==> src/rtl/part_2_trgt_upload_buf_pkg.sv <==
// Shared types and defaults for the upload-side capture buffer.
package part_2_pkg;

  localparam int DW_DEF    = 9;
  localparam int DEPTH_DEF = 8;
  localparam int SEQ_W_DEF = 16;

  typedef struct packed {
    logic [SEQ_W_DEF-1:0] seq;
    logic [DW_DEF-1:0]    data;
  } up_vec_t;

  function automatic logic [7:0] sat_inc8(input logic [7:0] v);
    return (v == 8'hFF) ? v : v + 8'd1;
  endfunction

endpackage

==> src/rtl/part_2_trgt_upload_buf_cs_sync_fifo.sv <==
// Generic single-clock first-word-fall-through FIFO with an explicit fill counter.
module cs_sync_fifo
  import part_2_pkg::*;
#(
  parameter type T     = up_vec_t,
  parameter int  DEPTH = DEPTH_DEF
) (
  input  logic                     clk,
  input  logic                     rst,
  input  logic                     push,
  input  logic                     pop,
  input  T                         wdata,
  output T                         rdata,
  output logic                     empty,
  output logic                     full,
  output logic [$clog2(DEPTH):0]   fill
);

  localparam int AW = $clog2(DEPTH);
  localparam logic [AW:0] FULL_CNT = (AW+1)'(DEPTH);

  T               mem [DEPTH];
  logic [AW-1:0]  wptr;
  logic [AW-1:0]  rptr;
  logic [AW:0]    cnt;
  logic           do_push;
  logic           do_pop;

  // A pop frees the slot the simultaneous push needs, so full+push+pop is lossless.
  assign do_pop  = pop & (cnt != '0);
  assign do_push = push & ((cnt != FULL_CNT) | do_pop);

  always_ff @(posedge clk or posedge rst) begin
    if (rst) begin
      wptr <= '0;
      rptr <= '0;
      cnt  <= '0;
    end else begin
      if (do_push) wptr <= wptr + AW'(1);
      if (do_pop)  rptr <= rptr + AW'(1);
      cnt <= cnt + (AW+1)'(do_push) - (AW+1)'(do_pop);
    end
  end

  always_ff @(posedge clk) begin
    if (do_push) mem[wptr] <= wdata;
  end

  assign rdata = mem[rptr];
  assign empty = (cnt == '0);
  assign full  = (cnt == FULL_CNT);
  assign fill  = cnt;

endmodule

==> src/rtl/part_2_trgt_upload_buf.sv <==
// Captures {valid,o_data} on each mission-clock rising edge, tags it with a
// sequence number and buffers it for the export FSM; counts dropped samples.
module part_2_trgt_upload_buf
  import part_2_pkg::*;
#(
  parameter int DW    = DW_DEF,
  parameter int DEPTH = DEPTH_DEF,
  parameter int SEQ_W = SEQ_W_DEF
) (
  input  logic                     clk_i,
  input  logic                     rst_i,
  input  logic                     clk_0_h,
  input  logic                     freeze_i,
  input  logic                     valid,
  input  logic [7:0]               o_data,
  output logic                     vec_valid_o,
  output logic [DW-1:0]            vec_data_o,
  output logic [SEQ_W-1:0]         vec_seq_o,
  input  logic                     vec_ready_i,
  output logic [$clog2(DEPTH):0]   fill_o,
  output logic                     full_o,
  output logic                     overflow_o,
  output logic [7:0]               drop_cnt_o
);

  typedef struct packed {
    logic [SEQ_W-1:0] seq;
    logic [DW-1:0]    data;
  } vec_t;

  logic             clk_0_h_d;
  logic             strobe;
  logic             push;
  logic             pop;
  logic             drop;
  logic             empty;
  logic             full;
  logic [SEQ_W-1:0] seq;
  vec_t             wvec;
  vec_t             head;

  assign strobe = clk_0_h & ~clk_0_h_d;
  assign push   = strobe & ~freeze_i;
  assign pop    = ~empty & vec_ready_i;
  assign drop   = push & full & ~pop;

  assign wvec.seq  = seq;
  assign wvec.data = {valid, o_data};

  cs_sync_fifo #(
    .T     (vec_t),
    .DEPTH (DEPTH)
  ) u_fifo (
    .clk   (clk_i),
    .rst   (rst_i),
    .push  (push),
    .pop   (pop),
    .wdata (wvec),
    .rdata (head),
    .empty (empty),
    .full  (full),
    .fill  (fill_o)
  );

  always_ff @(posedge clk_i or posedge rst_i) begin
    if (rst_i) begin
      clk_0_h_d  <= 1'b0;
      seq        <= '0;
      overflow_o <= 1'b0;
      drop_cnt_o <= '0;
    end else begin
      clk_0_h_d <= clk_0_h;
      if (push && !drop) seq <= seq + SEQ_W'(1);
      if (drop) begin
        overflow_o <= 1'b1;
        drop_cnt_o <= sat_inc8(drop_cnt_o);
      end
    end
  end

  // Head fields are masked when empty so RAM garbage never leaks out after reset.
  assign vec_valid_o = ~empty;
  assign vec_data_o  = empty ? '0 : head.data;
  assign vec_seq_o   = empty ? '0 : head.seq;
  assign full_o      = full;

endmodule

==> config.mk <==
export PLATFORM = sky130hd
export DESIGN_NAME = part_2_trgt_upload_buf
export DESIGN_NICKNAME = d
export VERILOG_FILES = /design/src/rtl/part_2_trgt_upload_buf_pkg.sv /design/src/rtl/part_2_trgt_upload_buf_cs_sync_fifo.sv /design/src/rtl/part_2_trgt_upload_buf.sv
export SDC_FILE = /design/constraint.sdc
export NUM_CORES = 1
export LEC_CHECK = 0
export ABC_AREA = 1
export CAP_MARGIN = 10
export CORE_ASPECT_RATIO = 0.9
export CORE_MARGIN = 5
export CORE_UTILIZATION = 45
export DETAILED_ROUTE_END_ITERATION = 10
export PLACE_DENSITY_LB_ADDON = 0.12
export SETUP_SLACK_MARGIN = 0.15
export SYNTH_ARGS = -nofsm -noshare
export SYNTH_HDL_FRONTEND = slang
export SYNTH_SLANG_ARGS = --single-unit
==> constraint.sdc <==
create_clock -name clk_i -period 2.6 [get_ports clk_i]
set_input_delay 0.39 -clock clk_i [delete_from_list [all_inputs] [get_ports clk_i]]
set_output_delay 0.39 -clock clk_i [all_outputs]
set_load 0.02 [all_outputs]
**Word level (Yosys, flattened, before mapping)**

Memory sizes are Yosys's and may differ from the RTL's.
Cells that the tools add are included.

- Bits in latches: 0
- Register bits: 36
- Input port bits: 14
- Word-level logic and storage cells: 39
- Memory bits (read-only): 0
- Bits in writable memories: 200
- Memories kept: 1

- Multiplexer cells: 4
- Magnitude comparators: 0
- $add $sub $neg: 6
- Bitwise logic cells: 13
- Shifts and indexed selects: 0
- Multiply operators: 0
- Reductions and logical operators: 5
- Equal/unequal tests: 3
- Div/mod/pow operators: 0

Memory list:

| name | depth | width | read ports | clocked after Yosys merged registers in | write ports | line | source |
|---|---|---|---|---|---|---|---|
| u_fifo.mem | 8 | 25 | 1 | 0 | 1 | part_2_trgt_upload_buf_cs_sync_fifo.sv:22 | `T mem [DEPTH];` |

Operator list:

| operator | number |
|---|---|
| $add A16 B1 Y16 const B | 1 |
| $mux W16 | 1 |
| $mux W9 | 1 |
| $add A8 B1 Y8 const B | 1 |
| $eq A8 B8 Y1 const B | 1 |
| $and A1 B1 Y1 | 7 |
| $add A3 B1 Y3 const B | 2 |
| $not A1 Y1 | 5 |
| $add A4 B1 Y4 | 1 |
| $eq A4 B4 Y1 const B | 1 |
| $logic_not A4 Y1 | 1 |
| $ne A4 B4 Y1 const B | 1 |
| $reduce_bool A4 Y1 | 1 |
| $sub A4 B1 Y4 | 1 |
| $mux W1 | 2 |
| $reduce_and A2 Y1 | 1 |
| $logic_and A1 B1 Y1 | 1 |
| $logic_not A1 Y1 | 1 |
| $or A1 B1 Y1 | 1 |

**Logic depth before layout (Yosys ltp)**

Gate-level depths: netlist of the first run.

- Depth in word-level cells: 8
- Depth in mapped cells: 11

**By module**

Synthesis of the first run repeated with hierarchy kept, for this count alone.

- Cells, all modules: 966
- Area total of the unflattened synthesis: 10333.7 um^2

By module, submodules not included:

| module | cells each | seq. area each (um^2) | times used | area each (um^2) |
|---|---|---|---|---|
| cs_sync_fifo | 741 | 6256.0 | 1 | 8675.8 |
| part_2_trgt_upload_buf | 225 | 650.6 | 1 | 1657.8 |

**Worst setup path before layout of the first run**

Ideal clock, no wire load.

- Kind: reg2reg
- From: register u_fifo.cnt[2] (netlist: u_fifo.fill[2])
- To: memory u_fifo.mem[0][0] in the netlist's numbering (enable)
- Required time: 2.193 ns
- Path slack: -0.206 ns
- Arrival: 2.399 ns
- Cell stages (with the launch flop): 8
- Cell sequence: dfrtp_1 > inv_1 > ha_1 > nand2_4 > nand2_4 > a21oi_4 > nand2_1 > nor2_1

- Longest elaborated chain between the ends: 8
- Elaborated cells on any way between the ends: 10
- Classes of those cells: eq/ne: 1; mux: 2; bitwise: 5; reduce/logical: 2

RTL lines:

| item | line | source |
|---|---|---|
| from (decl) | part_2_trgt_upload_buf_cs_sync_fifo.sv:25 | `logic [AW:0] cnt;` |
| from (signal assigned) | part_2_trgt_upload_buf_cs_sync_fifo.sv:41 | `cnt <= cnt + (AW+1)'(do_push) - (AW+1)'(do_pop);` |
| $logic_not A4 Y1 | part_2_trgt_upload_buf_cs_sync_fifo.sv:50 | `assign empty = (cnt == '0);` |
| $not A1 Y1 | part_2_trgt_upload_buf.sv:44 | `assign pop = ~empty & vec_ready_i;` |
| $and A1 B1 Y1 | part_2_trgt_upload_buf.sv:44 |  |
| $and A1 B1 Y1 | part_2_trgt_upload_buf_cs_sync_fifo.sv:30 | `assign do_pop = pop & (cnt != '0);` |
| $or A1 B1 Y1 * | part_2_trgt_upload_buf_cs_sync_fifo.sv:31 | `assign do_push = push & ((cnt != FULL_CNT) \| do_pop);` |
| $and A1 B1 Y1 * | part_2_trgt_upload_buf_cs_sync_fifo.sv:31 |  |
| $mux W1 * | part_2_trgt_upload_buf_cs_sync_fifo.sv:46 | `if (do_push) mem[wptr] <= wdata;` |
| $mux W1 (not written as such) * | part_2_trgt_upload_buf_cs_sync_fifo.sv:46 |  |
| to (decl) | part_2_trgt_upload_buf_cs_sync_fifo.sv:22 |  |

Every way passes the cells marked *; elsewhere a longest branch is shown, timed or not.

**Final worst setup path of the first run**

- From: register u_fifo.rptr[0]
- To: output vec_data_o[3]

- Longest elaborated chain between the ends: 2

RTL lines:

| item | line | source |
|---|---|---|
| from (decl) | part_2_trgt_upload_buf_cs_sync_fifo.sv:24 | `logic [AW-1:0] rptr;` |
| from (signal assigned) | part_2_trgt_upload_buf_cs_sync_fifo.sv:40 | `if (do_pop) rptr <= rptr + AW'(1);` |
| $mem_v2 Z8 W25 | - |  |
| $mux W9 | part_2_trgt_upload_buf.sv:83 | `assign vec_data_o = empty ? '0 : head.data;` |
| to (decl) | part_2_trgt_upload_buf.sv:17 | `output logic [DW-1:0] vec_data_o,` |

No other way between the ends.

==> results of run 1 <==
-- cell type report --
class | instances | area share
well taps | 291 | 0.0291
flip-flops and latches | 236 | 0.553
clock inverters | 14 | 0.0153
multi-input cells | 586 | 0.224
repair buffers | 110 | 0.109
clock buffers | 33 | 0.0582
inverters | 39 | 0.0125
-- how the worst min path moves through the flow --
stage | start | endpoint | slack (ps) | cells after the start
after floorplan | clk_0_h | clk_0_h_d | 420 | 0
after global placement | overflow_o | overflow_o | 480 | 1
after detailed placement | overflow_o | overflow_o | 460 | 1
after CTS | rst_i | u_fifo.fill[2] | 140 | 2
after global routing | rst_i | u_fifo.fill[2] | 180 | 2
final | rst_i | u_fifo.rptr[1] | 160 | 2
-- stage by stage --
step	hold WS (ps)	setup slack, ps	total power, mW	cell area, µm²
2_1_floorplan	421	-206	7.98	10000
3_3_place_gp	476	241	9.79	11000
3_5_place_dp	461	223	9.84	11000
4_1_cts	142	131	14.2	12200
5_1_grt	175	10.3	15.6	12500
6_report	157	134	14.8	12500
-- per-layer routing --
metal  vias up  share of wire  GRT usage
met5         -              0          0
met2       163           0.48      0.308
li1       3270              -          -
met1      3262           0.46      0.255
met4         0          0.019     0.0462
met3        31          0.046     0.0262
-- layout by cell type, fill, tap and decap left out, types with 21 or more instances in the layout --
master and n:
dfrtp_1 33, buf_4 42, clkbuf_16 34, edfxtp_1 200
nor2_1 225, o21ai_0 80, nor2_2 21, o21ai_1 53
nand3_1 40, inv_1 36, clkdlybuf4s50_1 26, nand2_1 117
-- critical path, delay by kind of cell (launching register included) --
kind,cells,cell delay [ps]
simple gates,2,160
compound gates,2,320
flops,1,590
buf+inv,3,500
-- timing repair --
| item | in CTS | in global routing |
|---|---|---|
| hold endpoints to repair | 0 | 0 |
| cloned | 7 | 8 |
| endpoints found under the setup margin | 26 | 27 |
| gates resized for setup | 139 | 78 |
| pin swaps | 5 | 24 |
| buffers inserted | 9 | 3 |
-- cells by family after synthesis --
group / synth area share
AOI/OAI and AO/OA: 0.0715
buffers and inverters: 0.0441
DFF: 0.689
xor gates and xnor gates: 0.0147
adders and majority gates: 0.0145
and+or+nand+nor: 0.166
-- power by group --
part / switching, mW / internal, mW
Clock: 1.41 / 2.46
Combinational: 3.39 / 2.61
Sequential: 0.395 / 4.49
-- sequential cells by signal, summed over array words and instances, names as in the netlist --
| name | count |
|---|---|
| u_fifo.wptr | 3 |
| overflow_o | 1 |
| u_fifo.fill | 4 |
| seq | 16 |
| drop_cnt_o | 8 |
| u_fifo.rptr | 3 |
| u_fifo.mem | 200 |
| clk_0_h_d | 1 |
==> flow_summary.yaml, run 1 <==
die:
  start_util: 0.461
  die_area_um2: 25400
  die_y_um: 152
  core-area_um2: 21800
  rows: 51
  die_w_um: 167
  top_level_ports: 54
layout:
  stdcell_count: 1309
  syn2layout_area_growth_pct: 24.8
  multi_input_area_um2: 2800
  fillCellCount: 1754
  finalNetCount: 1024
  ff_latch_area_um2: 6910
  diodes: 0
  final_core_util: 0.575
  drive_above_1_share: 0.165
grt:
  grt_pass1_wl_um: 36400
  grtUsageTotal: 0.183
  antenna_found_initial: 0
  grt_pass1_vias: 6461
  grt_overflow: 0
  grt_max_degree: 30
timing:
  timing.fmax_mhz: 405
  rsz0062_at_grt: "true"
  final_hold_viol_count: 0
  maxSlewHeadroom: 0.659
  tns_ps: 0
  setup_viol: 0
  finalCritPeriodShare: 0.949
  skew_ps: 10.1
  min_period_ps: 2470
  slew_viol_final: 0
  tightestPinTransition_ps: 512
critical_path:
  path_cells: "buf_6 -> clkbuf_16 -> o21ai_0 -> o21ai_1 -> nor2_1 -> nor2_1 -> buf_4"
  crit_path_start: "u_fifo.rptr[0]"
  rr_endpoint: "u_fifo.fill[2]"
  cp-endpoint: "vec_data_o[3]"
  slowest_delay_ps: 590
  cp.required_ps: 2210
  cp.arrival_ps: 2080
  path_common_cell: "nor2_1"
  r2r.worst_path.cells: 12
  slowest_stage: "dfrtp_4"
  reg2reg_from: "u_fifo.fill[2]"
  crit_type: "flip-flop to primary output"
  timing.reg2reg.setup_slack_ps: 270
  critPathLaunchType: "flip-flop"
  end_kind: "primary output"
  cp_max_fo: 10
pwr:
  ir_drop_mv: 0.649
  power_per_cell_area_nw_per_um2: 1180
  p_leak_nw: 4.73
synthesis:
  ys_ff_latch: 236
  synthCells: 905
  synth.most_common_cell: "nor2_1"
  yosysTopAreaCell: "edfxtp_1"
  synthFlopType: "edfxtp_1"
  synthTopCellsByArea: "edfxtp_1 (60%), nor2_1 (9.5%), dfrtp_1 (9.0%)"
  yosysWarnings: 0
  avgSynthCellArea_um2: 11.1
  async_flop_share: 0.153
  yosysTopAreaCellShare: 0.599
  ys_seq_area_frac: 0.689
  synth_edf_count: 200
  synth_common_cells: "nor2_1 (253), edfxtp_1 (200), o21ai_0 (119)"
  synth_nets: 930
  netlist_area_um2: 10000
  synth_cell_types: 29
clocking:
  clock_sinks: 236
  cts_buffers: 26
  cts-root-buf: "clkbuf_16"
  clockBufferDepth: 3
  path_clk_slew_ps: 60
  htreeDepth: 1
  clkLatencyLatePin_ps: 520
  cts_tree: "done"
  ctsHoldBuffers: 0
placement:
  dp_cells: 1235
  dp_hpwl_um: 12600
  gp_congestion: 0.730
  portBuffers: 53
drt:
  wirelength_um: 24200
  wl_per_cell_um: 18.5
  drtIter0Drc: 550
  viasPerCell: 5.14
  route.detailed.drc: 0
  ant_nets: 0
  drtPass1Iterations: 4
  vias: 6726
min_path:
  holdCritPathClass: "input pin to async pin"
job:
  cap_violations: 0
outcome:
  outcome: "finished, final reports clean"
No activity file was read; power rests on OpenSTA's default activity.
==> inputs of run 2 (changes only) <==
- CTS_CLUSTER_SIZE: unset -> 8
- PLACE_DENSITY: unset -> 0.65
- PLACE_DENSITY_LB_ADDON: 0.12 -> unset
==> flow_summary.yaml, run 2 (synthesis gave the netlist of run 1 again) <==
outcome:
  outcome: "finished, final reports clean"
timing:
  tightestPinTransition_ps: 506
  maxSlewHeadroom: 0.663
  final_hold_viol_count: 0
  min_period_ps: 2360
  slew_viol_final: 0
  finalWorstSetupSlack_ps: 236
  finalCritPeriodShare: 0.909
  hold_ws_ps: 329
  timing.fmax_mhz: 423
  rsz0062_at_grt: "true"
  skew_ps: 12.6
  setup_viol: 0
layout:
  final_cell_mix: "nor2_1 (241), edfxtp_1 (200), nand2_1 (118), o21ai_0 (113), nand3_1 (40)"
  stdcell_count: 1307
  diodes: 0
  layout_commonest_cell: "nor2_1"
  top_register: "u_fifo.mem"
  syn2layout_area_growth_pct: 21.1
  ff_latch_area_um2: 6910
  largest_register_ffs: 200
  top_regs: "u_fifo.mem: 200 flops, seq: 16 flops, drop_cnt_o: 8 flops"
  drive_above_1_share: 0.130
  fillCellCount: 1818
  final_core_util: 0.558
  finalNetCount: 1015
  multi_input_area_um2: 2710
drt:
  ant_nets: 0
  drtIter0Drc: 532
  wl_per_cell_um: 17.8
  wirelength_um: 23300
  route.detailed.drc: 0
  viasPerCell: 5.12
  drtPass1Iterations: 5
  vias: 6695
grt:
  grt_use_met3: 0.0324
  grt_pass1_wl_um: 36800
  grtUsageMet2: 0.302
  grt_overflow: 0
  grt_max_degree: 41
  grt_pass1_vias: 6716
  antenna_found_initial: 0
  grtUsageTotal: 0.184
  grt.met1_usage: 0.256
  grt-busiest-layer: "met2"
clocking:
  cts-root-buf: "clkbuf_16"
  clock_sinks: 236
  clkLatencyLatePin_ps: 500
  htreeDepth: 2
  path_clk_slew_ps: 50
  ctsHoldBuffers: 0
  cts_tree: "done"
  cts_buffers: 35
  clockBufferDepth: 3
job:
  cap_violations: 0
die:
  top_level_ports: 54
  die_w_um: 167
  rows: 51
  die_y_um: 152
  start_util: 0.461
  die_area_um2: 25400
  core-area_um2: 21800
critical_path:
  end_kind: "primary output"
  crit_type: "flip-flop to primary output"
  r2r.worst_path.cells: 11
  timing.reg2reg.setup_slack_ps: 470
  rr_endpoint: "u_fifo.fill[2]"
  reg2reg_from: "u_fifo.fill[2]"
  cp_max_fo: 13
  cp.required_ps: 2210
  cp.arrival_ps: 1970
  critPathLaunchType: "flip-flop"
placement:
  pre_cts_slack_ps: 241
  portBuffers: 53
  dp_cells: 1236
  gp_congestion: 0.804
  dp_hpwl_um: 12900
pwr:
  power_per_cell_area_nw_per_um2: 1160
  ir_drop_mv: 0.696
  p_leak_nw: 4.58
min_path:
  holdCritPathClass: "input pin to async pin"
run 2: changes by cell type in the layout (fill, tap and decap cells not counted), moves of 9 or more:
cell / before / now
buf_2: 3 / 18
buf_4: 42 / 26
clkbuf_1: 3 / 24
nor2_1: 225 / 241
nor2_4: 9 / 0
o21ai_0: 80 / 113
o21ai_1: 53 / 21
run 2: where the power goes:
part	internal [mW]	switching, mW	total (mW)
Combinational	1.89	3.15	5.04
Sequential	4.49	0.324	4.81
Clock	2.68	1.56	4.24
Total	9.06	5.04	14.1
run 2: worst max-delay path by stage:
stage	depth (start not counted)	slack (ps)	from	end
global placement	7	230	u_fifo.rptr[0]	vec_seq_o[7]
CTS	9	70	u_fifo.rptr[0]	vec_seq_o[4]
finish	9	240	u_fifo.rptr[0]	vec_seq_o[5]
global route	9	130	u_fifo.rptr[0]	vec_seq_o[1]
floorplan	7	-210	u_fifo.fill[2]	u_fifo.mem[0][0]
detailed placement	7	240	u_fifo.rptr[0]	vec_seq_o[5]
run 2: metrics by stage:
step	cell area (µm²)	total power, mW	TNS, ps
after CTS	12100	14.1	0
after floorplan	10000	7.98	-35780
final	12100	14.1	0
after global routing	12100	14.9	0
after detailed placement	11000	9.84	0
after global placement	11000	9.79	0
run 2: cell type report:
| class | count | share of cell area |
|---|---|---|
| Sequential cell | 236 | 0.569 |
| Multi-Input combinational cell | 586 | 0.223 |
| Clock buffer | 60 | 0.0816 |
| Timing Repair Buffer | 92 | 0.0793 |
| Tap cell | 291 | 0.0300 |
| Inverter | 39 | 0.0125 |
| Clock inverter | 3 | 0.00453 |
run 2: repair_timing:
item / in CTS / in global routing
gates cloned: 2 / 3
resized for setup: 89 / 36
pin swaps: 0 / 0
setup endpoints to repair: 26 / 24
setup buffers: 2 / 1
run 2: per-layer routing:
metal | wire length (µm) | share of wire | vias to the layer above
met5 | 0 | 0 | -
met4 | 301 | 0.013 | 0
met3 | 1190 | 0.051 | 26
met2 | 10900 | 0.47 | 185
met1 | 10900 | 0.47 | 3244
li1 | - | - | 3240
run 2: worst max-delay path: stages, from the launching register on:
cell	delay [ps]
dfrtp_2	460
buf_12	160
clkbuf_16	180
nor2_1	110
nor2_1	40
o21ai_0	80
o21ai_0	100
nor2_1	120
nor2_2	70
buf_4	160
==> inputs of run 3 (changes only) <==
- clock period: 2.6 -> 2.05 ns (I/O delays scaled with it)
==> flow_summary.yaml, run 3 (synthesis gave the netlist of run 1 again) <==
grt:
  grt_pass1_wl_um: 39200
  grt-busiest-layer: "met2"
  antenna_found_initial: 0
  grtUsageTotal: 0.199
  grt_use_met3: 0.0451
  grtUsageMet2: 0.331
  grt_pass1_vias: 7169
  grt.met1_usage: 0.262
  grt_overflow: 0
  grt_max_degree: 37
timing:
  setup_viol: 228
  timing.fmax_mhz: 430
  finalCritPeriodShare: 1.13
  finalWorstSetupSlack_ps: -276
  tns_ps: -39490
  rsz0062_at_grt: "true"
  skew_ps: 12.6
  tightestPinTransition_ps: 528
  slew_viol_final: 0
  final_hold_viol_count: 0
  min_period_ps: 2330
  maxSlewHeadroom: 0.648
drt:
  viasPerCell: 5.24
  ant_nets: 0
  vias: 7291
  wirelength_um: 26800
  drtPass1Iterations: 5
  route.detailed.drc: 0
  wl_per_cell_um: 19.3
  drtIter0Drc: 543
clocking:
  ctsHoldBuffers: 0
  clkLatencyLatePin_ps: 510
  htreeDepth: 2
  path_clk_slew_ps: 60
  cts-root-buf: "clkbuf_16"
  clock_sinks: 236
  clockBufferDepth: 3
  cts_buffers: 35
  cts_tree: "done"
die:
  die_w_um: 167
  core-area_um2: 21800
  rows: 51
  start_util: 0.461
  die_y_um: 152
  die_area_um2: 25400
  top_level_ports: 54
critical_path:
  critPathLaunchType: "flip-flop"
  critPathTopFamily: "buffers and inverters"
  reg2reg_from: "u_fifo.fill[3]"
  cp.arrival_ps: 2020
  rr_endpoint: "u_fifo.mem[5][14]"
  path_cells: "inv_4 -> bufbuf_16 -> o21ai_0 -> nand3_1 -> nand2_1 -> nor2_2 -> buf_6"
  r2r.worst_path.cells: 15
  slowest_stage: "dfrtp_2"
  end_kind: "primary output"
  timing.reg2reg.setup_slack_ps: -250
  slowest_delay_ps: 480
  cp_max_fo: 11
  cp.buffers_inverters: 3
  crit_type: "flip-flop to primary output"
  cp.required_ps: 1740
layout:
  multi_input_area_um2: 3100
  syn2layout_area_growth_pct: 40.7
  finalInstanceArea_um2: 14100
  drive_above_1_share: 0.275
  top_regs: "u_fifo.mem: 200 flops, seq: 16 flops, drop_cnt_o: 8 flops"
  fillCellCount: 1542
  final_cell_mix: "nor2_1 (205), edfxtp_1 (200), nand2_1 (96), o21ai_1 (77), o21ai_0 (54)"
  layout_commonest_cell: "nor2_1"
  ff_latch_area_um2: 6910
  top_register: "u_fifo.mem"
  diodes: 0
  finalNetCount: 1106
  largest_register_ffs: 200
placement:
  placed_cell_area_um2: 11600
  portBuffers: 53
  pre_cts_slack_ps: -141
  dp_hpwl_um: 13400
  gp_congestion: 0.789
pwr:
  p_leak_nw: 5.46
  ir_drop_mv: 0.789
  power_per_cell_area_nw_per_um2: 1440
outcome:
  violations: "negative setup slack"
  outcome: "finished, violations left"
job:
  cap_violations: 0
min_path:
  holdCritPathClass: "input pin to async pin"
run 3: through the flow:
step	util	total power [mW]	hold WS, ps	std cells
5_1_grt	0.648	21.4	284	1391
6_report	0.648	20.4	234	1391
3_3_place_gp	0.535	13.3	478	1271
2_1_floorplan	-	10.2	339	905
3_5_place_dp	0.535	13.4	483	1271
4_1_cts	0.621	19.8	239	1374
run 3: power by group:
part	internal, mW	switching, mW
combinational	4.10	4.79
sequential	5.70	0.458
clock	3.40	1.92
total	13.2	7.17
run 3: timing repair:
| item | in CTS | in global routing |
|---|---|---|
| hold endpoints to repair | 0 | 0 |
| pin swaps | 26 | 34 |
| setup buffers | 35 | 7 |
| resized for setup | 257 | 123 |
| setup endpoints to repair | 233 | 246 |
| cloned | 12 | 10 |
run 3: layout make-up:
| class | instances | share of cell area |
|---|---|---|
| clock buffer | 55 | 0.0704 |
| clock inverter | 1 | 0.00213 |
| multi-input combinational | 586 | 0.220 |
| inverter | 39 | 0.0113 |
| sequential | 236 | 0.490 |
| timing repair buffer | 183 | 0.181 |
| tap | 291 | 0.0258 |
run 3: tightest hold or removal path: cells and delay by family:
family,cells,cell delay [ps]
buffers and inverters,3,880
run 3: worst max path at each step:
stage	end	slack (ps)	depth (start not counted)	start
final	vec_seq_o[15]	-280	7	u_fifo.rptr[0]
after global routing	vec_seq_o[12]	-350	8	u_fifo.rptr[0]
after CTS	vec_seq_o[1]	-240	7	u_fifo.rptr[0]
after detailed placement	vec_seq_o[15]	-140	9	u_fifo.rptr[0]
after global placement	vec_seq_o[9]	-120	8	u_fifo.rptr[0]
after floorplan	u_fifo.fill[1]	-20	10	u_fifo.fill[2]
run 3: metal layers:
layer	vias up	share of wire	routed length (µm)
met3	53	0.066	1760
li1	3443	-	-
met5	-	0	0
met4	0	0.023	620
met2	248	0.48	12900
met1	3547	0.43	11500
